===== config.mk =====
export PLATFORM = sky130hd
export DESIGN_NAME = serial_status_detector
export DESIGN_NICKNAME = d
export VERILOG_FILES = /design/src/rtl/status_pkg.sv /design/src/rtl/serial_status_detector_sub_digit.sv /design/src/rtl/serial_status_detector.sv
export SDC_FILE = /design/constraint.sdc
export NUM_CORES = 1
export LEC_CHECK = 0
export CAP_MARGIN = 20
export CELL_PAD_IN_SITES_DETAIL_PLACEMENT = 0
export CELL_PAD_IN_SITES_GLOBAL_PLACEMENT = 1
export CORE_ASPECT_RATIO = 1.75
export CORE_MARGIN = 4
export CORE_UTILIZATION = 45
export DETAILED_ROUTE_END_ITERATION = 6
export PLACE_DENSITY_LB_ADDON = 0.1
export SKIP_CTS_REPAIR_TIMING = 1
export SYNTH_ARGS = -nofsm -noshare
export SYNTH_HDL_FRONTEND = slang
export SYNTH_HIERARCHICAL = 1
export SYNTH_SLANG_ARGS = --single-unit

===== constraint.sdc =====
create_clock -name clk -period 4.87 [get_ports clk]
set_input_delay 0.974 -clock clk [delete_from_list [all_inputs] [get_ports clk]]
set_output_delay 0.974 -clock clk [all_outputs]
set_load 0.1 [all_outputs]

===== src/rtl/status_pkg.sv =====
// Shared types and helpers for the digit-serial subtract/status detector.
package status_pkg;

  typedef enum logic {
    IDLE = 1'b0,
    RUN  = 1'b1
  } state_t;

  // Digit counter width; a single-digit configuration still needs one bit.
  function automatic int cnt_width(input int ndig);
    return (ndig > 1) ? $clog2(ndig) : 1;
  endfunction

endpackage


===== src/rtl/serial_status_detector_sub_digit.sv =====
// One DIGIT-bit slice of the serial subtractor: d = a - b - bin, with borrow out.
module sub_digit #(
  parameter int DIGIT = 4
) (
  input  logic [DIGIT-1:0] a,
  input  logic [DIGIT-1:0] b,
  input  logic             bin,
  output logic [DIGIT-1:0] d,
  output logic             bout
);

  logic [DIGIT:0] full_s;

  // The extra top bit of the widened difference is the borrow out.
  assign full_s = {1'b0, a} - {1'b0, b} - {{DIGIT{1'b0}}, bin};
  assign d      = full_s[DIGIT-1:0];
  assign bout   = full_s[DIGIT];

endmodule


===== src/rtl/serial_status_detector.sv =====
// Digit-serial in1 - in2 with start/busy/done handshake and borrow/eq/slt/ovf flags.
module serial_status_detector
  import status_pkg::*;
#(
  parameter int WIDTH = 16,
  parameter int DIGIT = 4
) (
  input  logic             clk,
  input  logic             rst_n,
  input  logic             start,
  input  logic [WIDTH-1:0] in1,
  input  logic [WIDTH-1:0] in2,
  output logic             busy,
  output logic             done,
  output logic             bout,
  output logic             eq,
  output logic             slt,
  output logic             ovf,
  output logic [WIDTH-1:0] diff
);

  localparam int NDIG = WIDTH / DIGIT;
  localparam int CW   = cnt_width(NDIG);

  state_t           state_r;
  logic [WIDTH-1:0] a_r;
  logic [WIDTH-1:0] b_r;
  logic [WIDTH-1:0] res_r;
  logic             a_msb_r;
  logic             b_msb_r;
  logic [CW-1:0]    cnt_r;
  logic             borrow_r;
  logic             nz_r;

  logic [DIGIT-1:0] d_s;
  logic             bo_s;
  logic [WIDTH-1:0] res_next_s;
  logic             last_s;
  logic             ovf_s;

  sub_digit #(.DIGIT(DIGIT)) u_sub (
    .a    (a_r[DIGIT-1:0]),
    .b    (b_r[DIGIT-1:0]),
    .bin  (borrow_r),
    .d    (d_s),
    .bout (bo_s)
  );

  // Result assembles from the top down, so after NDIG digits digit j sits at position j.
  always_comb begin
    res_next_s = WIDTH'({d_s, res_r} >> DIGIT);
    last_s     = (cnt_r == CW'(NDIG - 1));
    ovf_s      = (a_msb_r != b_msb_r) && (res_next_s[WIDTH-1] != a_msb_r);
  end

  // Control FSM, operand/result shift registers and registered status outputs.
  always_ff @(posedge clk or negedge rst_n) begin
    if (!rst_n) begin
      state_r  <= IDLE;
      a_r      <= {WIDTH{1'b0}};
      b_r      <= {WIDTH{1'b0}};
      res_r    <= {WIDTH{1'b0}};
      a_msb_r  <= 1'b0;
      b_msb_r  <= 1'b0;
      cnt_r    <= {CW{1'b0}};
      borrow_r <= 1'b0;
      nz_r     <= 1'b0;
      busy     <= 1'b0;
      done     <= 1'b0;
      bout     <= 1'b0;
      eq       <= 1'b0;
      slt      <= 1'b0;
      ovf      <= 1'b0;
      diff     <= {WIDTH{1'b0}};
    end else begin
      case (state_r)
        IDLE: begin
          done <= 1'b0;
          if (start) begin
            a_r      <= in1;
            b_r      <= in2;
            a_msb_r  <= in1[WIDTH-1];
            b_msb_r  <= in2[WIDTH-1];
            cnt_r    <= {CW{1'b0}};
            borrow_r <= 1'b0;
            nz_r     <= 1'b0;
            busy     <= 1'b1;
            state_r  <= RUN;
          end
        end
        RUN: begin
          a_r      <= a_r >> DIGIT;
          b_r      <= b_r >> DIGIT;
          res_r    <= res_next_s;
          borrow_r <= bo_s;
          nz_r     <= nz_r | (|d_s);
          if (last_s) begin
            bout    <= bo_s;
            eq      <= ~(nz_r | (|d_s));
            diff    <= res_next_s;
            ovf     <= ovf_s;
            slt     <= res_next_s[WIDTH-1] ^ ovf_s;
            done    <= 1'b1;
            busy    <= 1'b0;
            state_r <= IDLE;
          end else begin
            cnt_r <= cnt_r + CW'(1);
          end
        end
        default: begin
          state_r <= IDLE;
          busy    <= 1'b0;
          done    <= 1'b0;
        end
      endcase
    end
  end

endmodule

# Word level (Yosys, flattened, before mapping)
# Index checks and enable logic that the tools add are counted.
[word_totals]
input_bits = 35
reg_bits = 77
wordCells = 53
[classes]
n_bitwise = 4
n_reduce_logical = 6
add_sub_neg = 3
n_mux = 18
eq_ne = 6
[op_table]
columns = ["op", "n"]
rows = [
  ["16-bit case mux with 2 select lines", 2],
  ["16-bit two-way mux", 2],
  ["1-bit case mux with 2 select lines", 5],
  ["2-bit AND reduction", 4],
  ["1-bit two-way mux", 6],
  ["4-bit by 4-bit subtractor with 5-bit output", 1],
  ["5-bit by 1-bit subtractor with 5-bit output", 1],
  ["2-bit two-way mux", 2],
  ["2-bit inequality test, second input constant", 2],
  ["2-bit case mux with 2 select lines", 1],
  ["4-bit OR reduction", 1],
  ["2-bit by 1-bit adder with 2-bit output, second input constant", 1],
  ["2-bit == test, second input constant", 1],
  ["1-bit inequality test", 2],
  ["2-bit by 1-bit inequality test with 1-bit output, second input constant", 1],
  ["1-bit inverter", 2],
  ["1-bit logical AND", 1],
  ["1-bit bitwise OR", 1],
  ["1-bit bitwise XOR", 1],
]

# Logic depth before layout (Yosys ltp)
[depth]
word_depth = 5
depth_mapped = 10
depth_no_buf = 10

# Hierarchy
# The synthesis kept the hierarchy.
[modules_own_cells]
columns = ["mod", "n_inst", "cells_each", "area_each_um2"]
rows = [
  ["serial_status_detector", 1, 238, 3074.2],
  ["sub_digit", 1, 24, 207.7],
]

# Worst setup path after synthesis
# No wires, ideal clock.
[synth_path]
path_kind = "register to register"
start = "reg a_r[0]"
end = "reg nz_r"
stages_incl_launch_ff = 10
required_ns = 4.749
arrival_time_ns = 1.930
setup_ns = 0.121
path_slack_ns = 2.819
synth_period_minus_slack_ns = 2.051
cell_sequence = "dfrtp_1 > fa_1 > inv_1 > ha_1 > o21ai_0 > nand3b_1 > xor2_1 > nor3_1 > nand2_1 > a22o_1"
[synth_via]
elab_chain_len = 5
[synth_lines]
columns = ["item", "line_no", "text"]
rows = [
  ["from (decl)", "serial_status_detector.sv:26", "logic [WIDTH-1:0] a_r;"],
  ["from (signal assigned)", "serial_status_detector.sv:60", "a_r <= {WIDTH{1'b0}};"],
  ["from (signal assigned)", "serial_status_detector.sv:80", "a_r <= in1;"],
  ["from (signal assigned)", "serial_status_detector.sv:92", "a_r <= a_r >> DIGIT;"],
  ["4-bit by 4-bit subtractor with 5-bit output", "serial_status_detector_sub_digit.sv:15", "assign full_s = {1'b0, a} - {1'b0, b} - {{DIGIT{1'b0}}, bin};"],
  ["5-bit by 1-bit subtractor with 5-bit output", "serial_status_detector_sub_digit.sv:15", ""],
  ["net d_s[3]", "serial_status_detector.sv:35", "logic [DIGIT-1:0] d_s;"],
  ["4-bit OR reduction", "serial_status_detector.sv:96", "nz_r <= nz_r | (|d_s);"],
  ["1-bit bitwise OR", "serial_status_detector.sv:96", ""],
  ["1-bit case mux with 2 select lines", "serial_status_detector.sv:76", "case (state_r)"],
  ["to (signal assigned)", "serial_status_detector.sv:96", ""],
  ["to (decl)", "serial_status_detector.sv:33", "logic nz_r;"],
]
# The timed path passes the listed nets, and every way through them passes these cells.
# A chain may end at the register's enable or synchronous reset.

# Worst setup path in the final report
[layout_path]
start = "reg diff[15]"
end = "out diff[15]"
[layout_lines]
columns = ["item", "line_no", "text"]
rows = [
  ["from (decl)", "serial_status_detector.sv:19", "output logic [WIDTH-1:0] diff"],
  ["from (signal assigned)", "serial_status_detector.sv:74", "diff <= {WIDTH{1'b0}};"],
  ["from (signal assigned)", "serial_status_detector.sv:100", "diff <= res_next_s;"],
]
# No word-level cell between the ends.

==> results_dict.tcl <==
set metrics [dict create \
    status "complete, no violations" \
    synth-seq-cells 73 \
    avgViaCountPerCell 5.057 \
    cts.sinks 73 \
    grt_start_max_net_pins 74 \
    grt_pass1_wl_mm 9.942 \
    crit_chain "clkdlybuf4s50_1" \
    wl_mm 5.930 \
    timing.final.crit_period_ns 2.797 \
    critPathTopFamily "buffers and inverters" \
    place_ws_ns 2.412 \
    area_growth_pct 26.92 \
    synth_area_um2 3282 \
    syn-instance-count 262 \
    drv_cap 0 \
    cts_buffers 9 \
    drv_slew 0 \
    synth_fp_nets 306 \
    synth_common_cells "dfrtp_1 (73), mux2i_1 (32), nand2_1 (29)" \
    die_h_um 121.0 \
    ys_types 29 \
    synth_edf_count 0 \
    die_x_um 72.56 \
    place_inst 390 \
    synth_top_area_share_pct 55.66 \
    fin_skew_ns 0.002709 \
    synth_compound_area_share_pct 6.443 \
    start_util_pct 45.70 \
    nNetsFinal 359 \
    drc 0 \
    worstPathArrival_ns 1.82 \
    worst_slack_ns 2.073 \
    path_buf_inv 1 \
    ys.warnings.count 6 \
    max_freq_mhz 357.6 \
    finalCritPeriodShare_pct 57.43 \
    fill_cells 637 \
    portBuffers 56 \
    yosysTopAreaCell "dfrtp_1" \
    synth_top_family_by_area "multiplexers" \
    min_path_type "reg2reg" \
    synth_fa_ha_area_share_pct 3.889 \
    synthSimpleGateAreaFrac_pct 6.291 \
    fin_cells 406 \
    slowest_delay_ns 1.15 \
    tightest_slew_ns 1.035 \
    cp_slowest_cell "clkdlybuf4s50_1" \
    place_area_um2 3856 \
    relSlewSlack_pct 30.98 \
    diodes 0 \
    grt_pass1_vias 2096 \
    die-area_um2 8777 \
    wl_per_cell_um 14.61 \
    antenna_found_initial 0 \
    cp-end-kind "output port" \
    rows 41 \
    cts_root_buffer "clkbuf_16" \
    vias 2053 \
    htree_num_levels 3 \
    ys_dominant_reg_cell "dfrtp_1" \
    routabilityCongestion 0.6756 \
    clk_path_buf_depth 2 \
    dr.first_iter.drc_count 124 \
    setup_viol 0 \
    track_usage_pct 14.78 \
    syn_avg_cell_area_um2 12.53 \
    antenna_left 0 \
    overflow 0 \
    ios 57 \
    synth_xor_area_share_pct 1.334 \
    hold_viol 0 \
    synth_most_common_cell "dfrtp_1" \
    cp_data_required_time_ns 3.90 \
    rrSetupSlack_ns 2.45 \
    dp_hpwl_mm 4.068 \
    clock_latency_ns 0.32 \
    synth_area_leaders "dfrtp_1 (56%), mux2i_1 (9.8%), mux2_4 (6.4%), mux2_2 (6.2%), o21ai_0 (4.1%)" \
    cp-start-kind "flop" \
    path_clk_slew_ns 0.05 \
    final_layout_size_suffix_gt1_share_pct 16.25 \
    crit_fanout 2 \
    muxShareOfSynthArea_pct 22.34 \
    coreArea_um2 7182 \
    ys_async_sr_fraction_pct 100.0 \
    rsz0062_at_grt "no" \
    timing.setup.tns_ns 0 \
    path_class "reg2out" \
    design_area_um2 4165 \
    drt_pass1_iterations 4 \
    ys_seq_area_share_pct 55.66 \
    cts_tree "built" \
]
[cells by family after synthesis]
kind of cell / Yosys count
flops: 73
mux: 64
simple gates: 48
compound gates: 38
buf+inv: 25
fa+ha+maj: 9
xor+xnor: 5
[layout make-up]
type	instances	area, um2	area share [%]
clock buffer	14	274.0	6.579
clock inverter	2	35.03	0.8411
inverter	10	37.54	0.9012
multi-input combinational	164	1323	31.75
sequential	73	1828	43.89
tap	86	107.6	2.583
timing repair buffer	57	560.5	13.46
[final timing paths]
kind	endpoint	from	cells past startpoint
worst max-delay path	diff[15]	diff[15]	1
worst min register to register	done	done	1
max in group asynchronous	state_r	rst_n	1
worst min-delay path	done	done	1
min in group asynchronous	diff[11]	rst_n	1
worst max register to register	ovf	a_r[0]	9
[registers in the layout, summed over array words and instances (netlist names)]
signal    count
eq            1
a_r          16
a_msb_r       1
done          1
nz_r          1
borrow_r      1
cnt_r         2
busy          1
b_r          16
ovf           1
slt           1
res_r        12
b_msb_r       1
diff         16
state_r       1
bout          1
[metal layers]
layer | up-vias | routed length (um) | track usage, %
li1 | 999 | - | -
met1 | 1001 | 2543 | 18.13
met2 | 44 | 2970 | 23.25
met3 | 9 | 304 | 4.395
met4 | 0 | 111 | 7.506
met5 | - | 0 | 0
[cell usage in the layout, fill, tap and decap left out, types with 2 or more instances in the layout]
| cell type | count |
|---|---|
| clkbuf_16 | 9 |
| nor2_1 | 11 |
| inv_1 | 10 |
| xor2_1 | 4 |
| a21oi_1 | 3 |
| fa_1 | 2 |
| buf_4 | 2 |
| clkbuf_1 | 2 |
| mux2_4 | 14 |
| nand2b_1 | 3 |
| mux2_2 | 18 |
| mux2i_1 | 32 |
| nand2_1 | 29 |
| ha_1 | 7 |
| clkdlybuf4s50_1 | 54 |
| dfrtp_1 | 72 |
| a22o_1 | 3 |
| o21ai_0 | 27 |
| clkbuf_8 | 3 |
[per-stage QoR]
step	hold WS [ns]	util (%)
floorplan	0.4523	-
global placement	0.4616	53.69
finish	0.4738	58.00
CTS	0.4785	58.00
detailed placement	0.4663	53.69
global route	0.4856	58.00
Power is not shown: default switching activity piles up to over one toggle a cycle in this logic, so the estimate is an artifact.
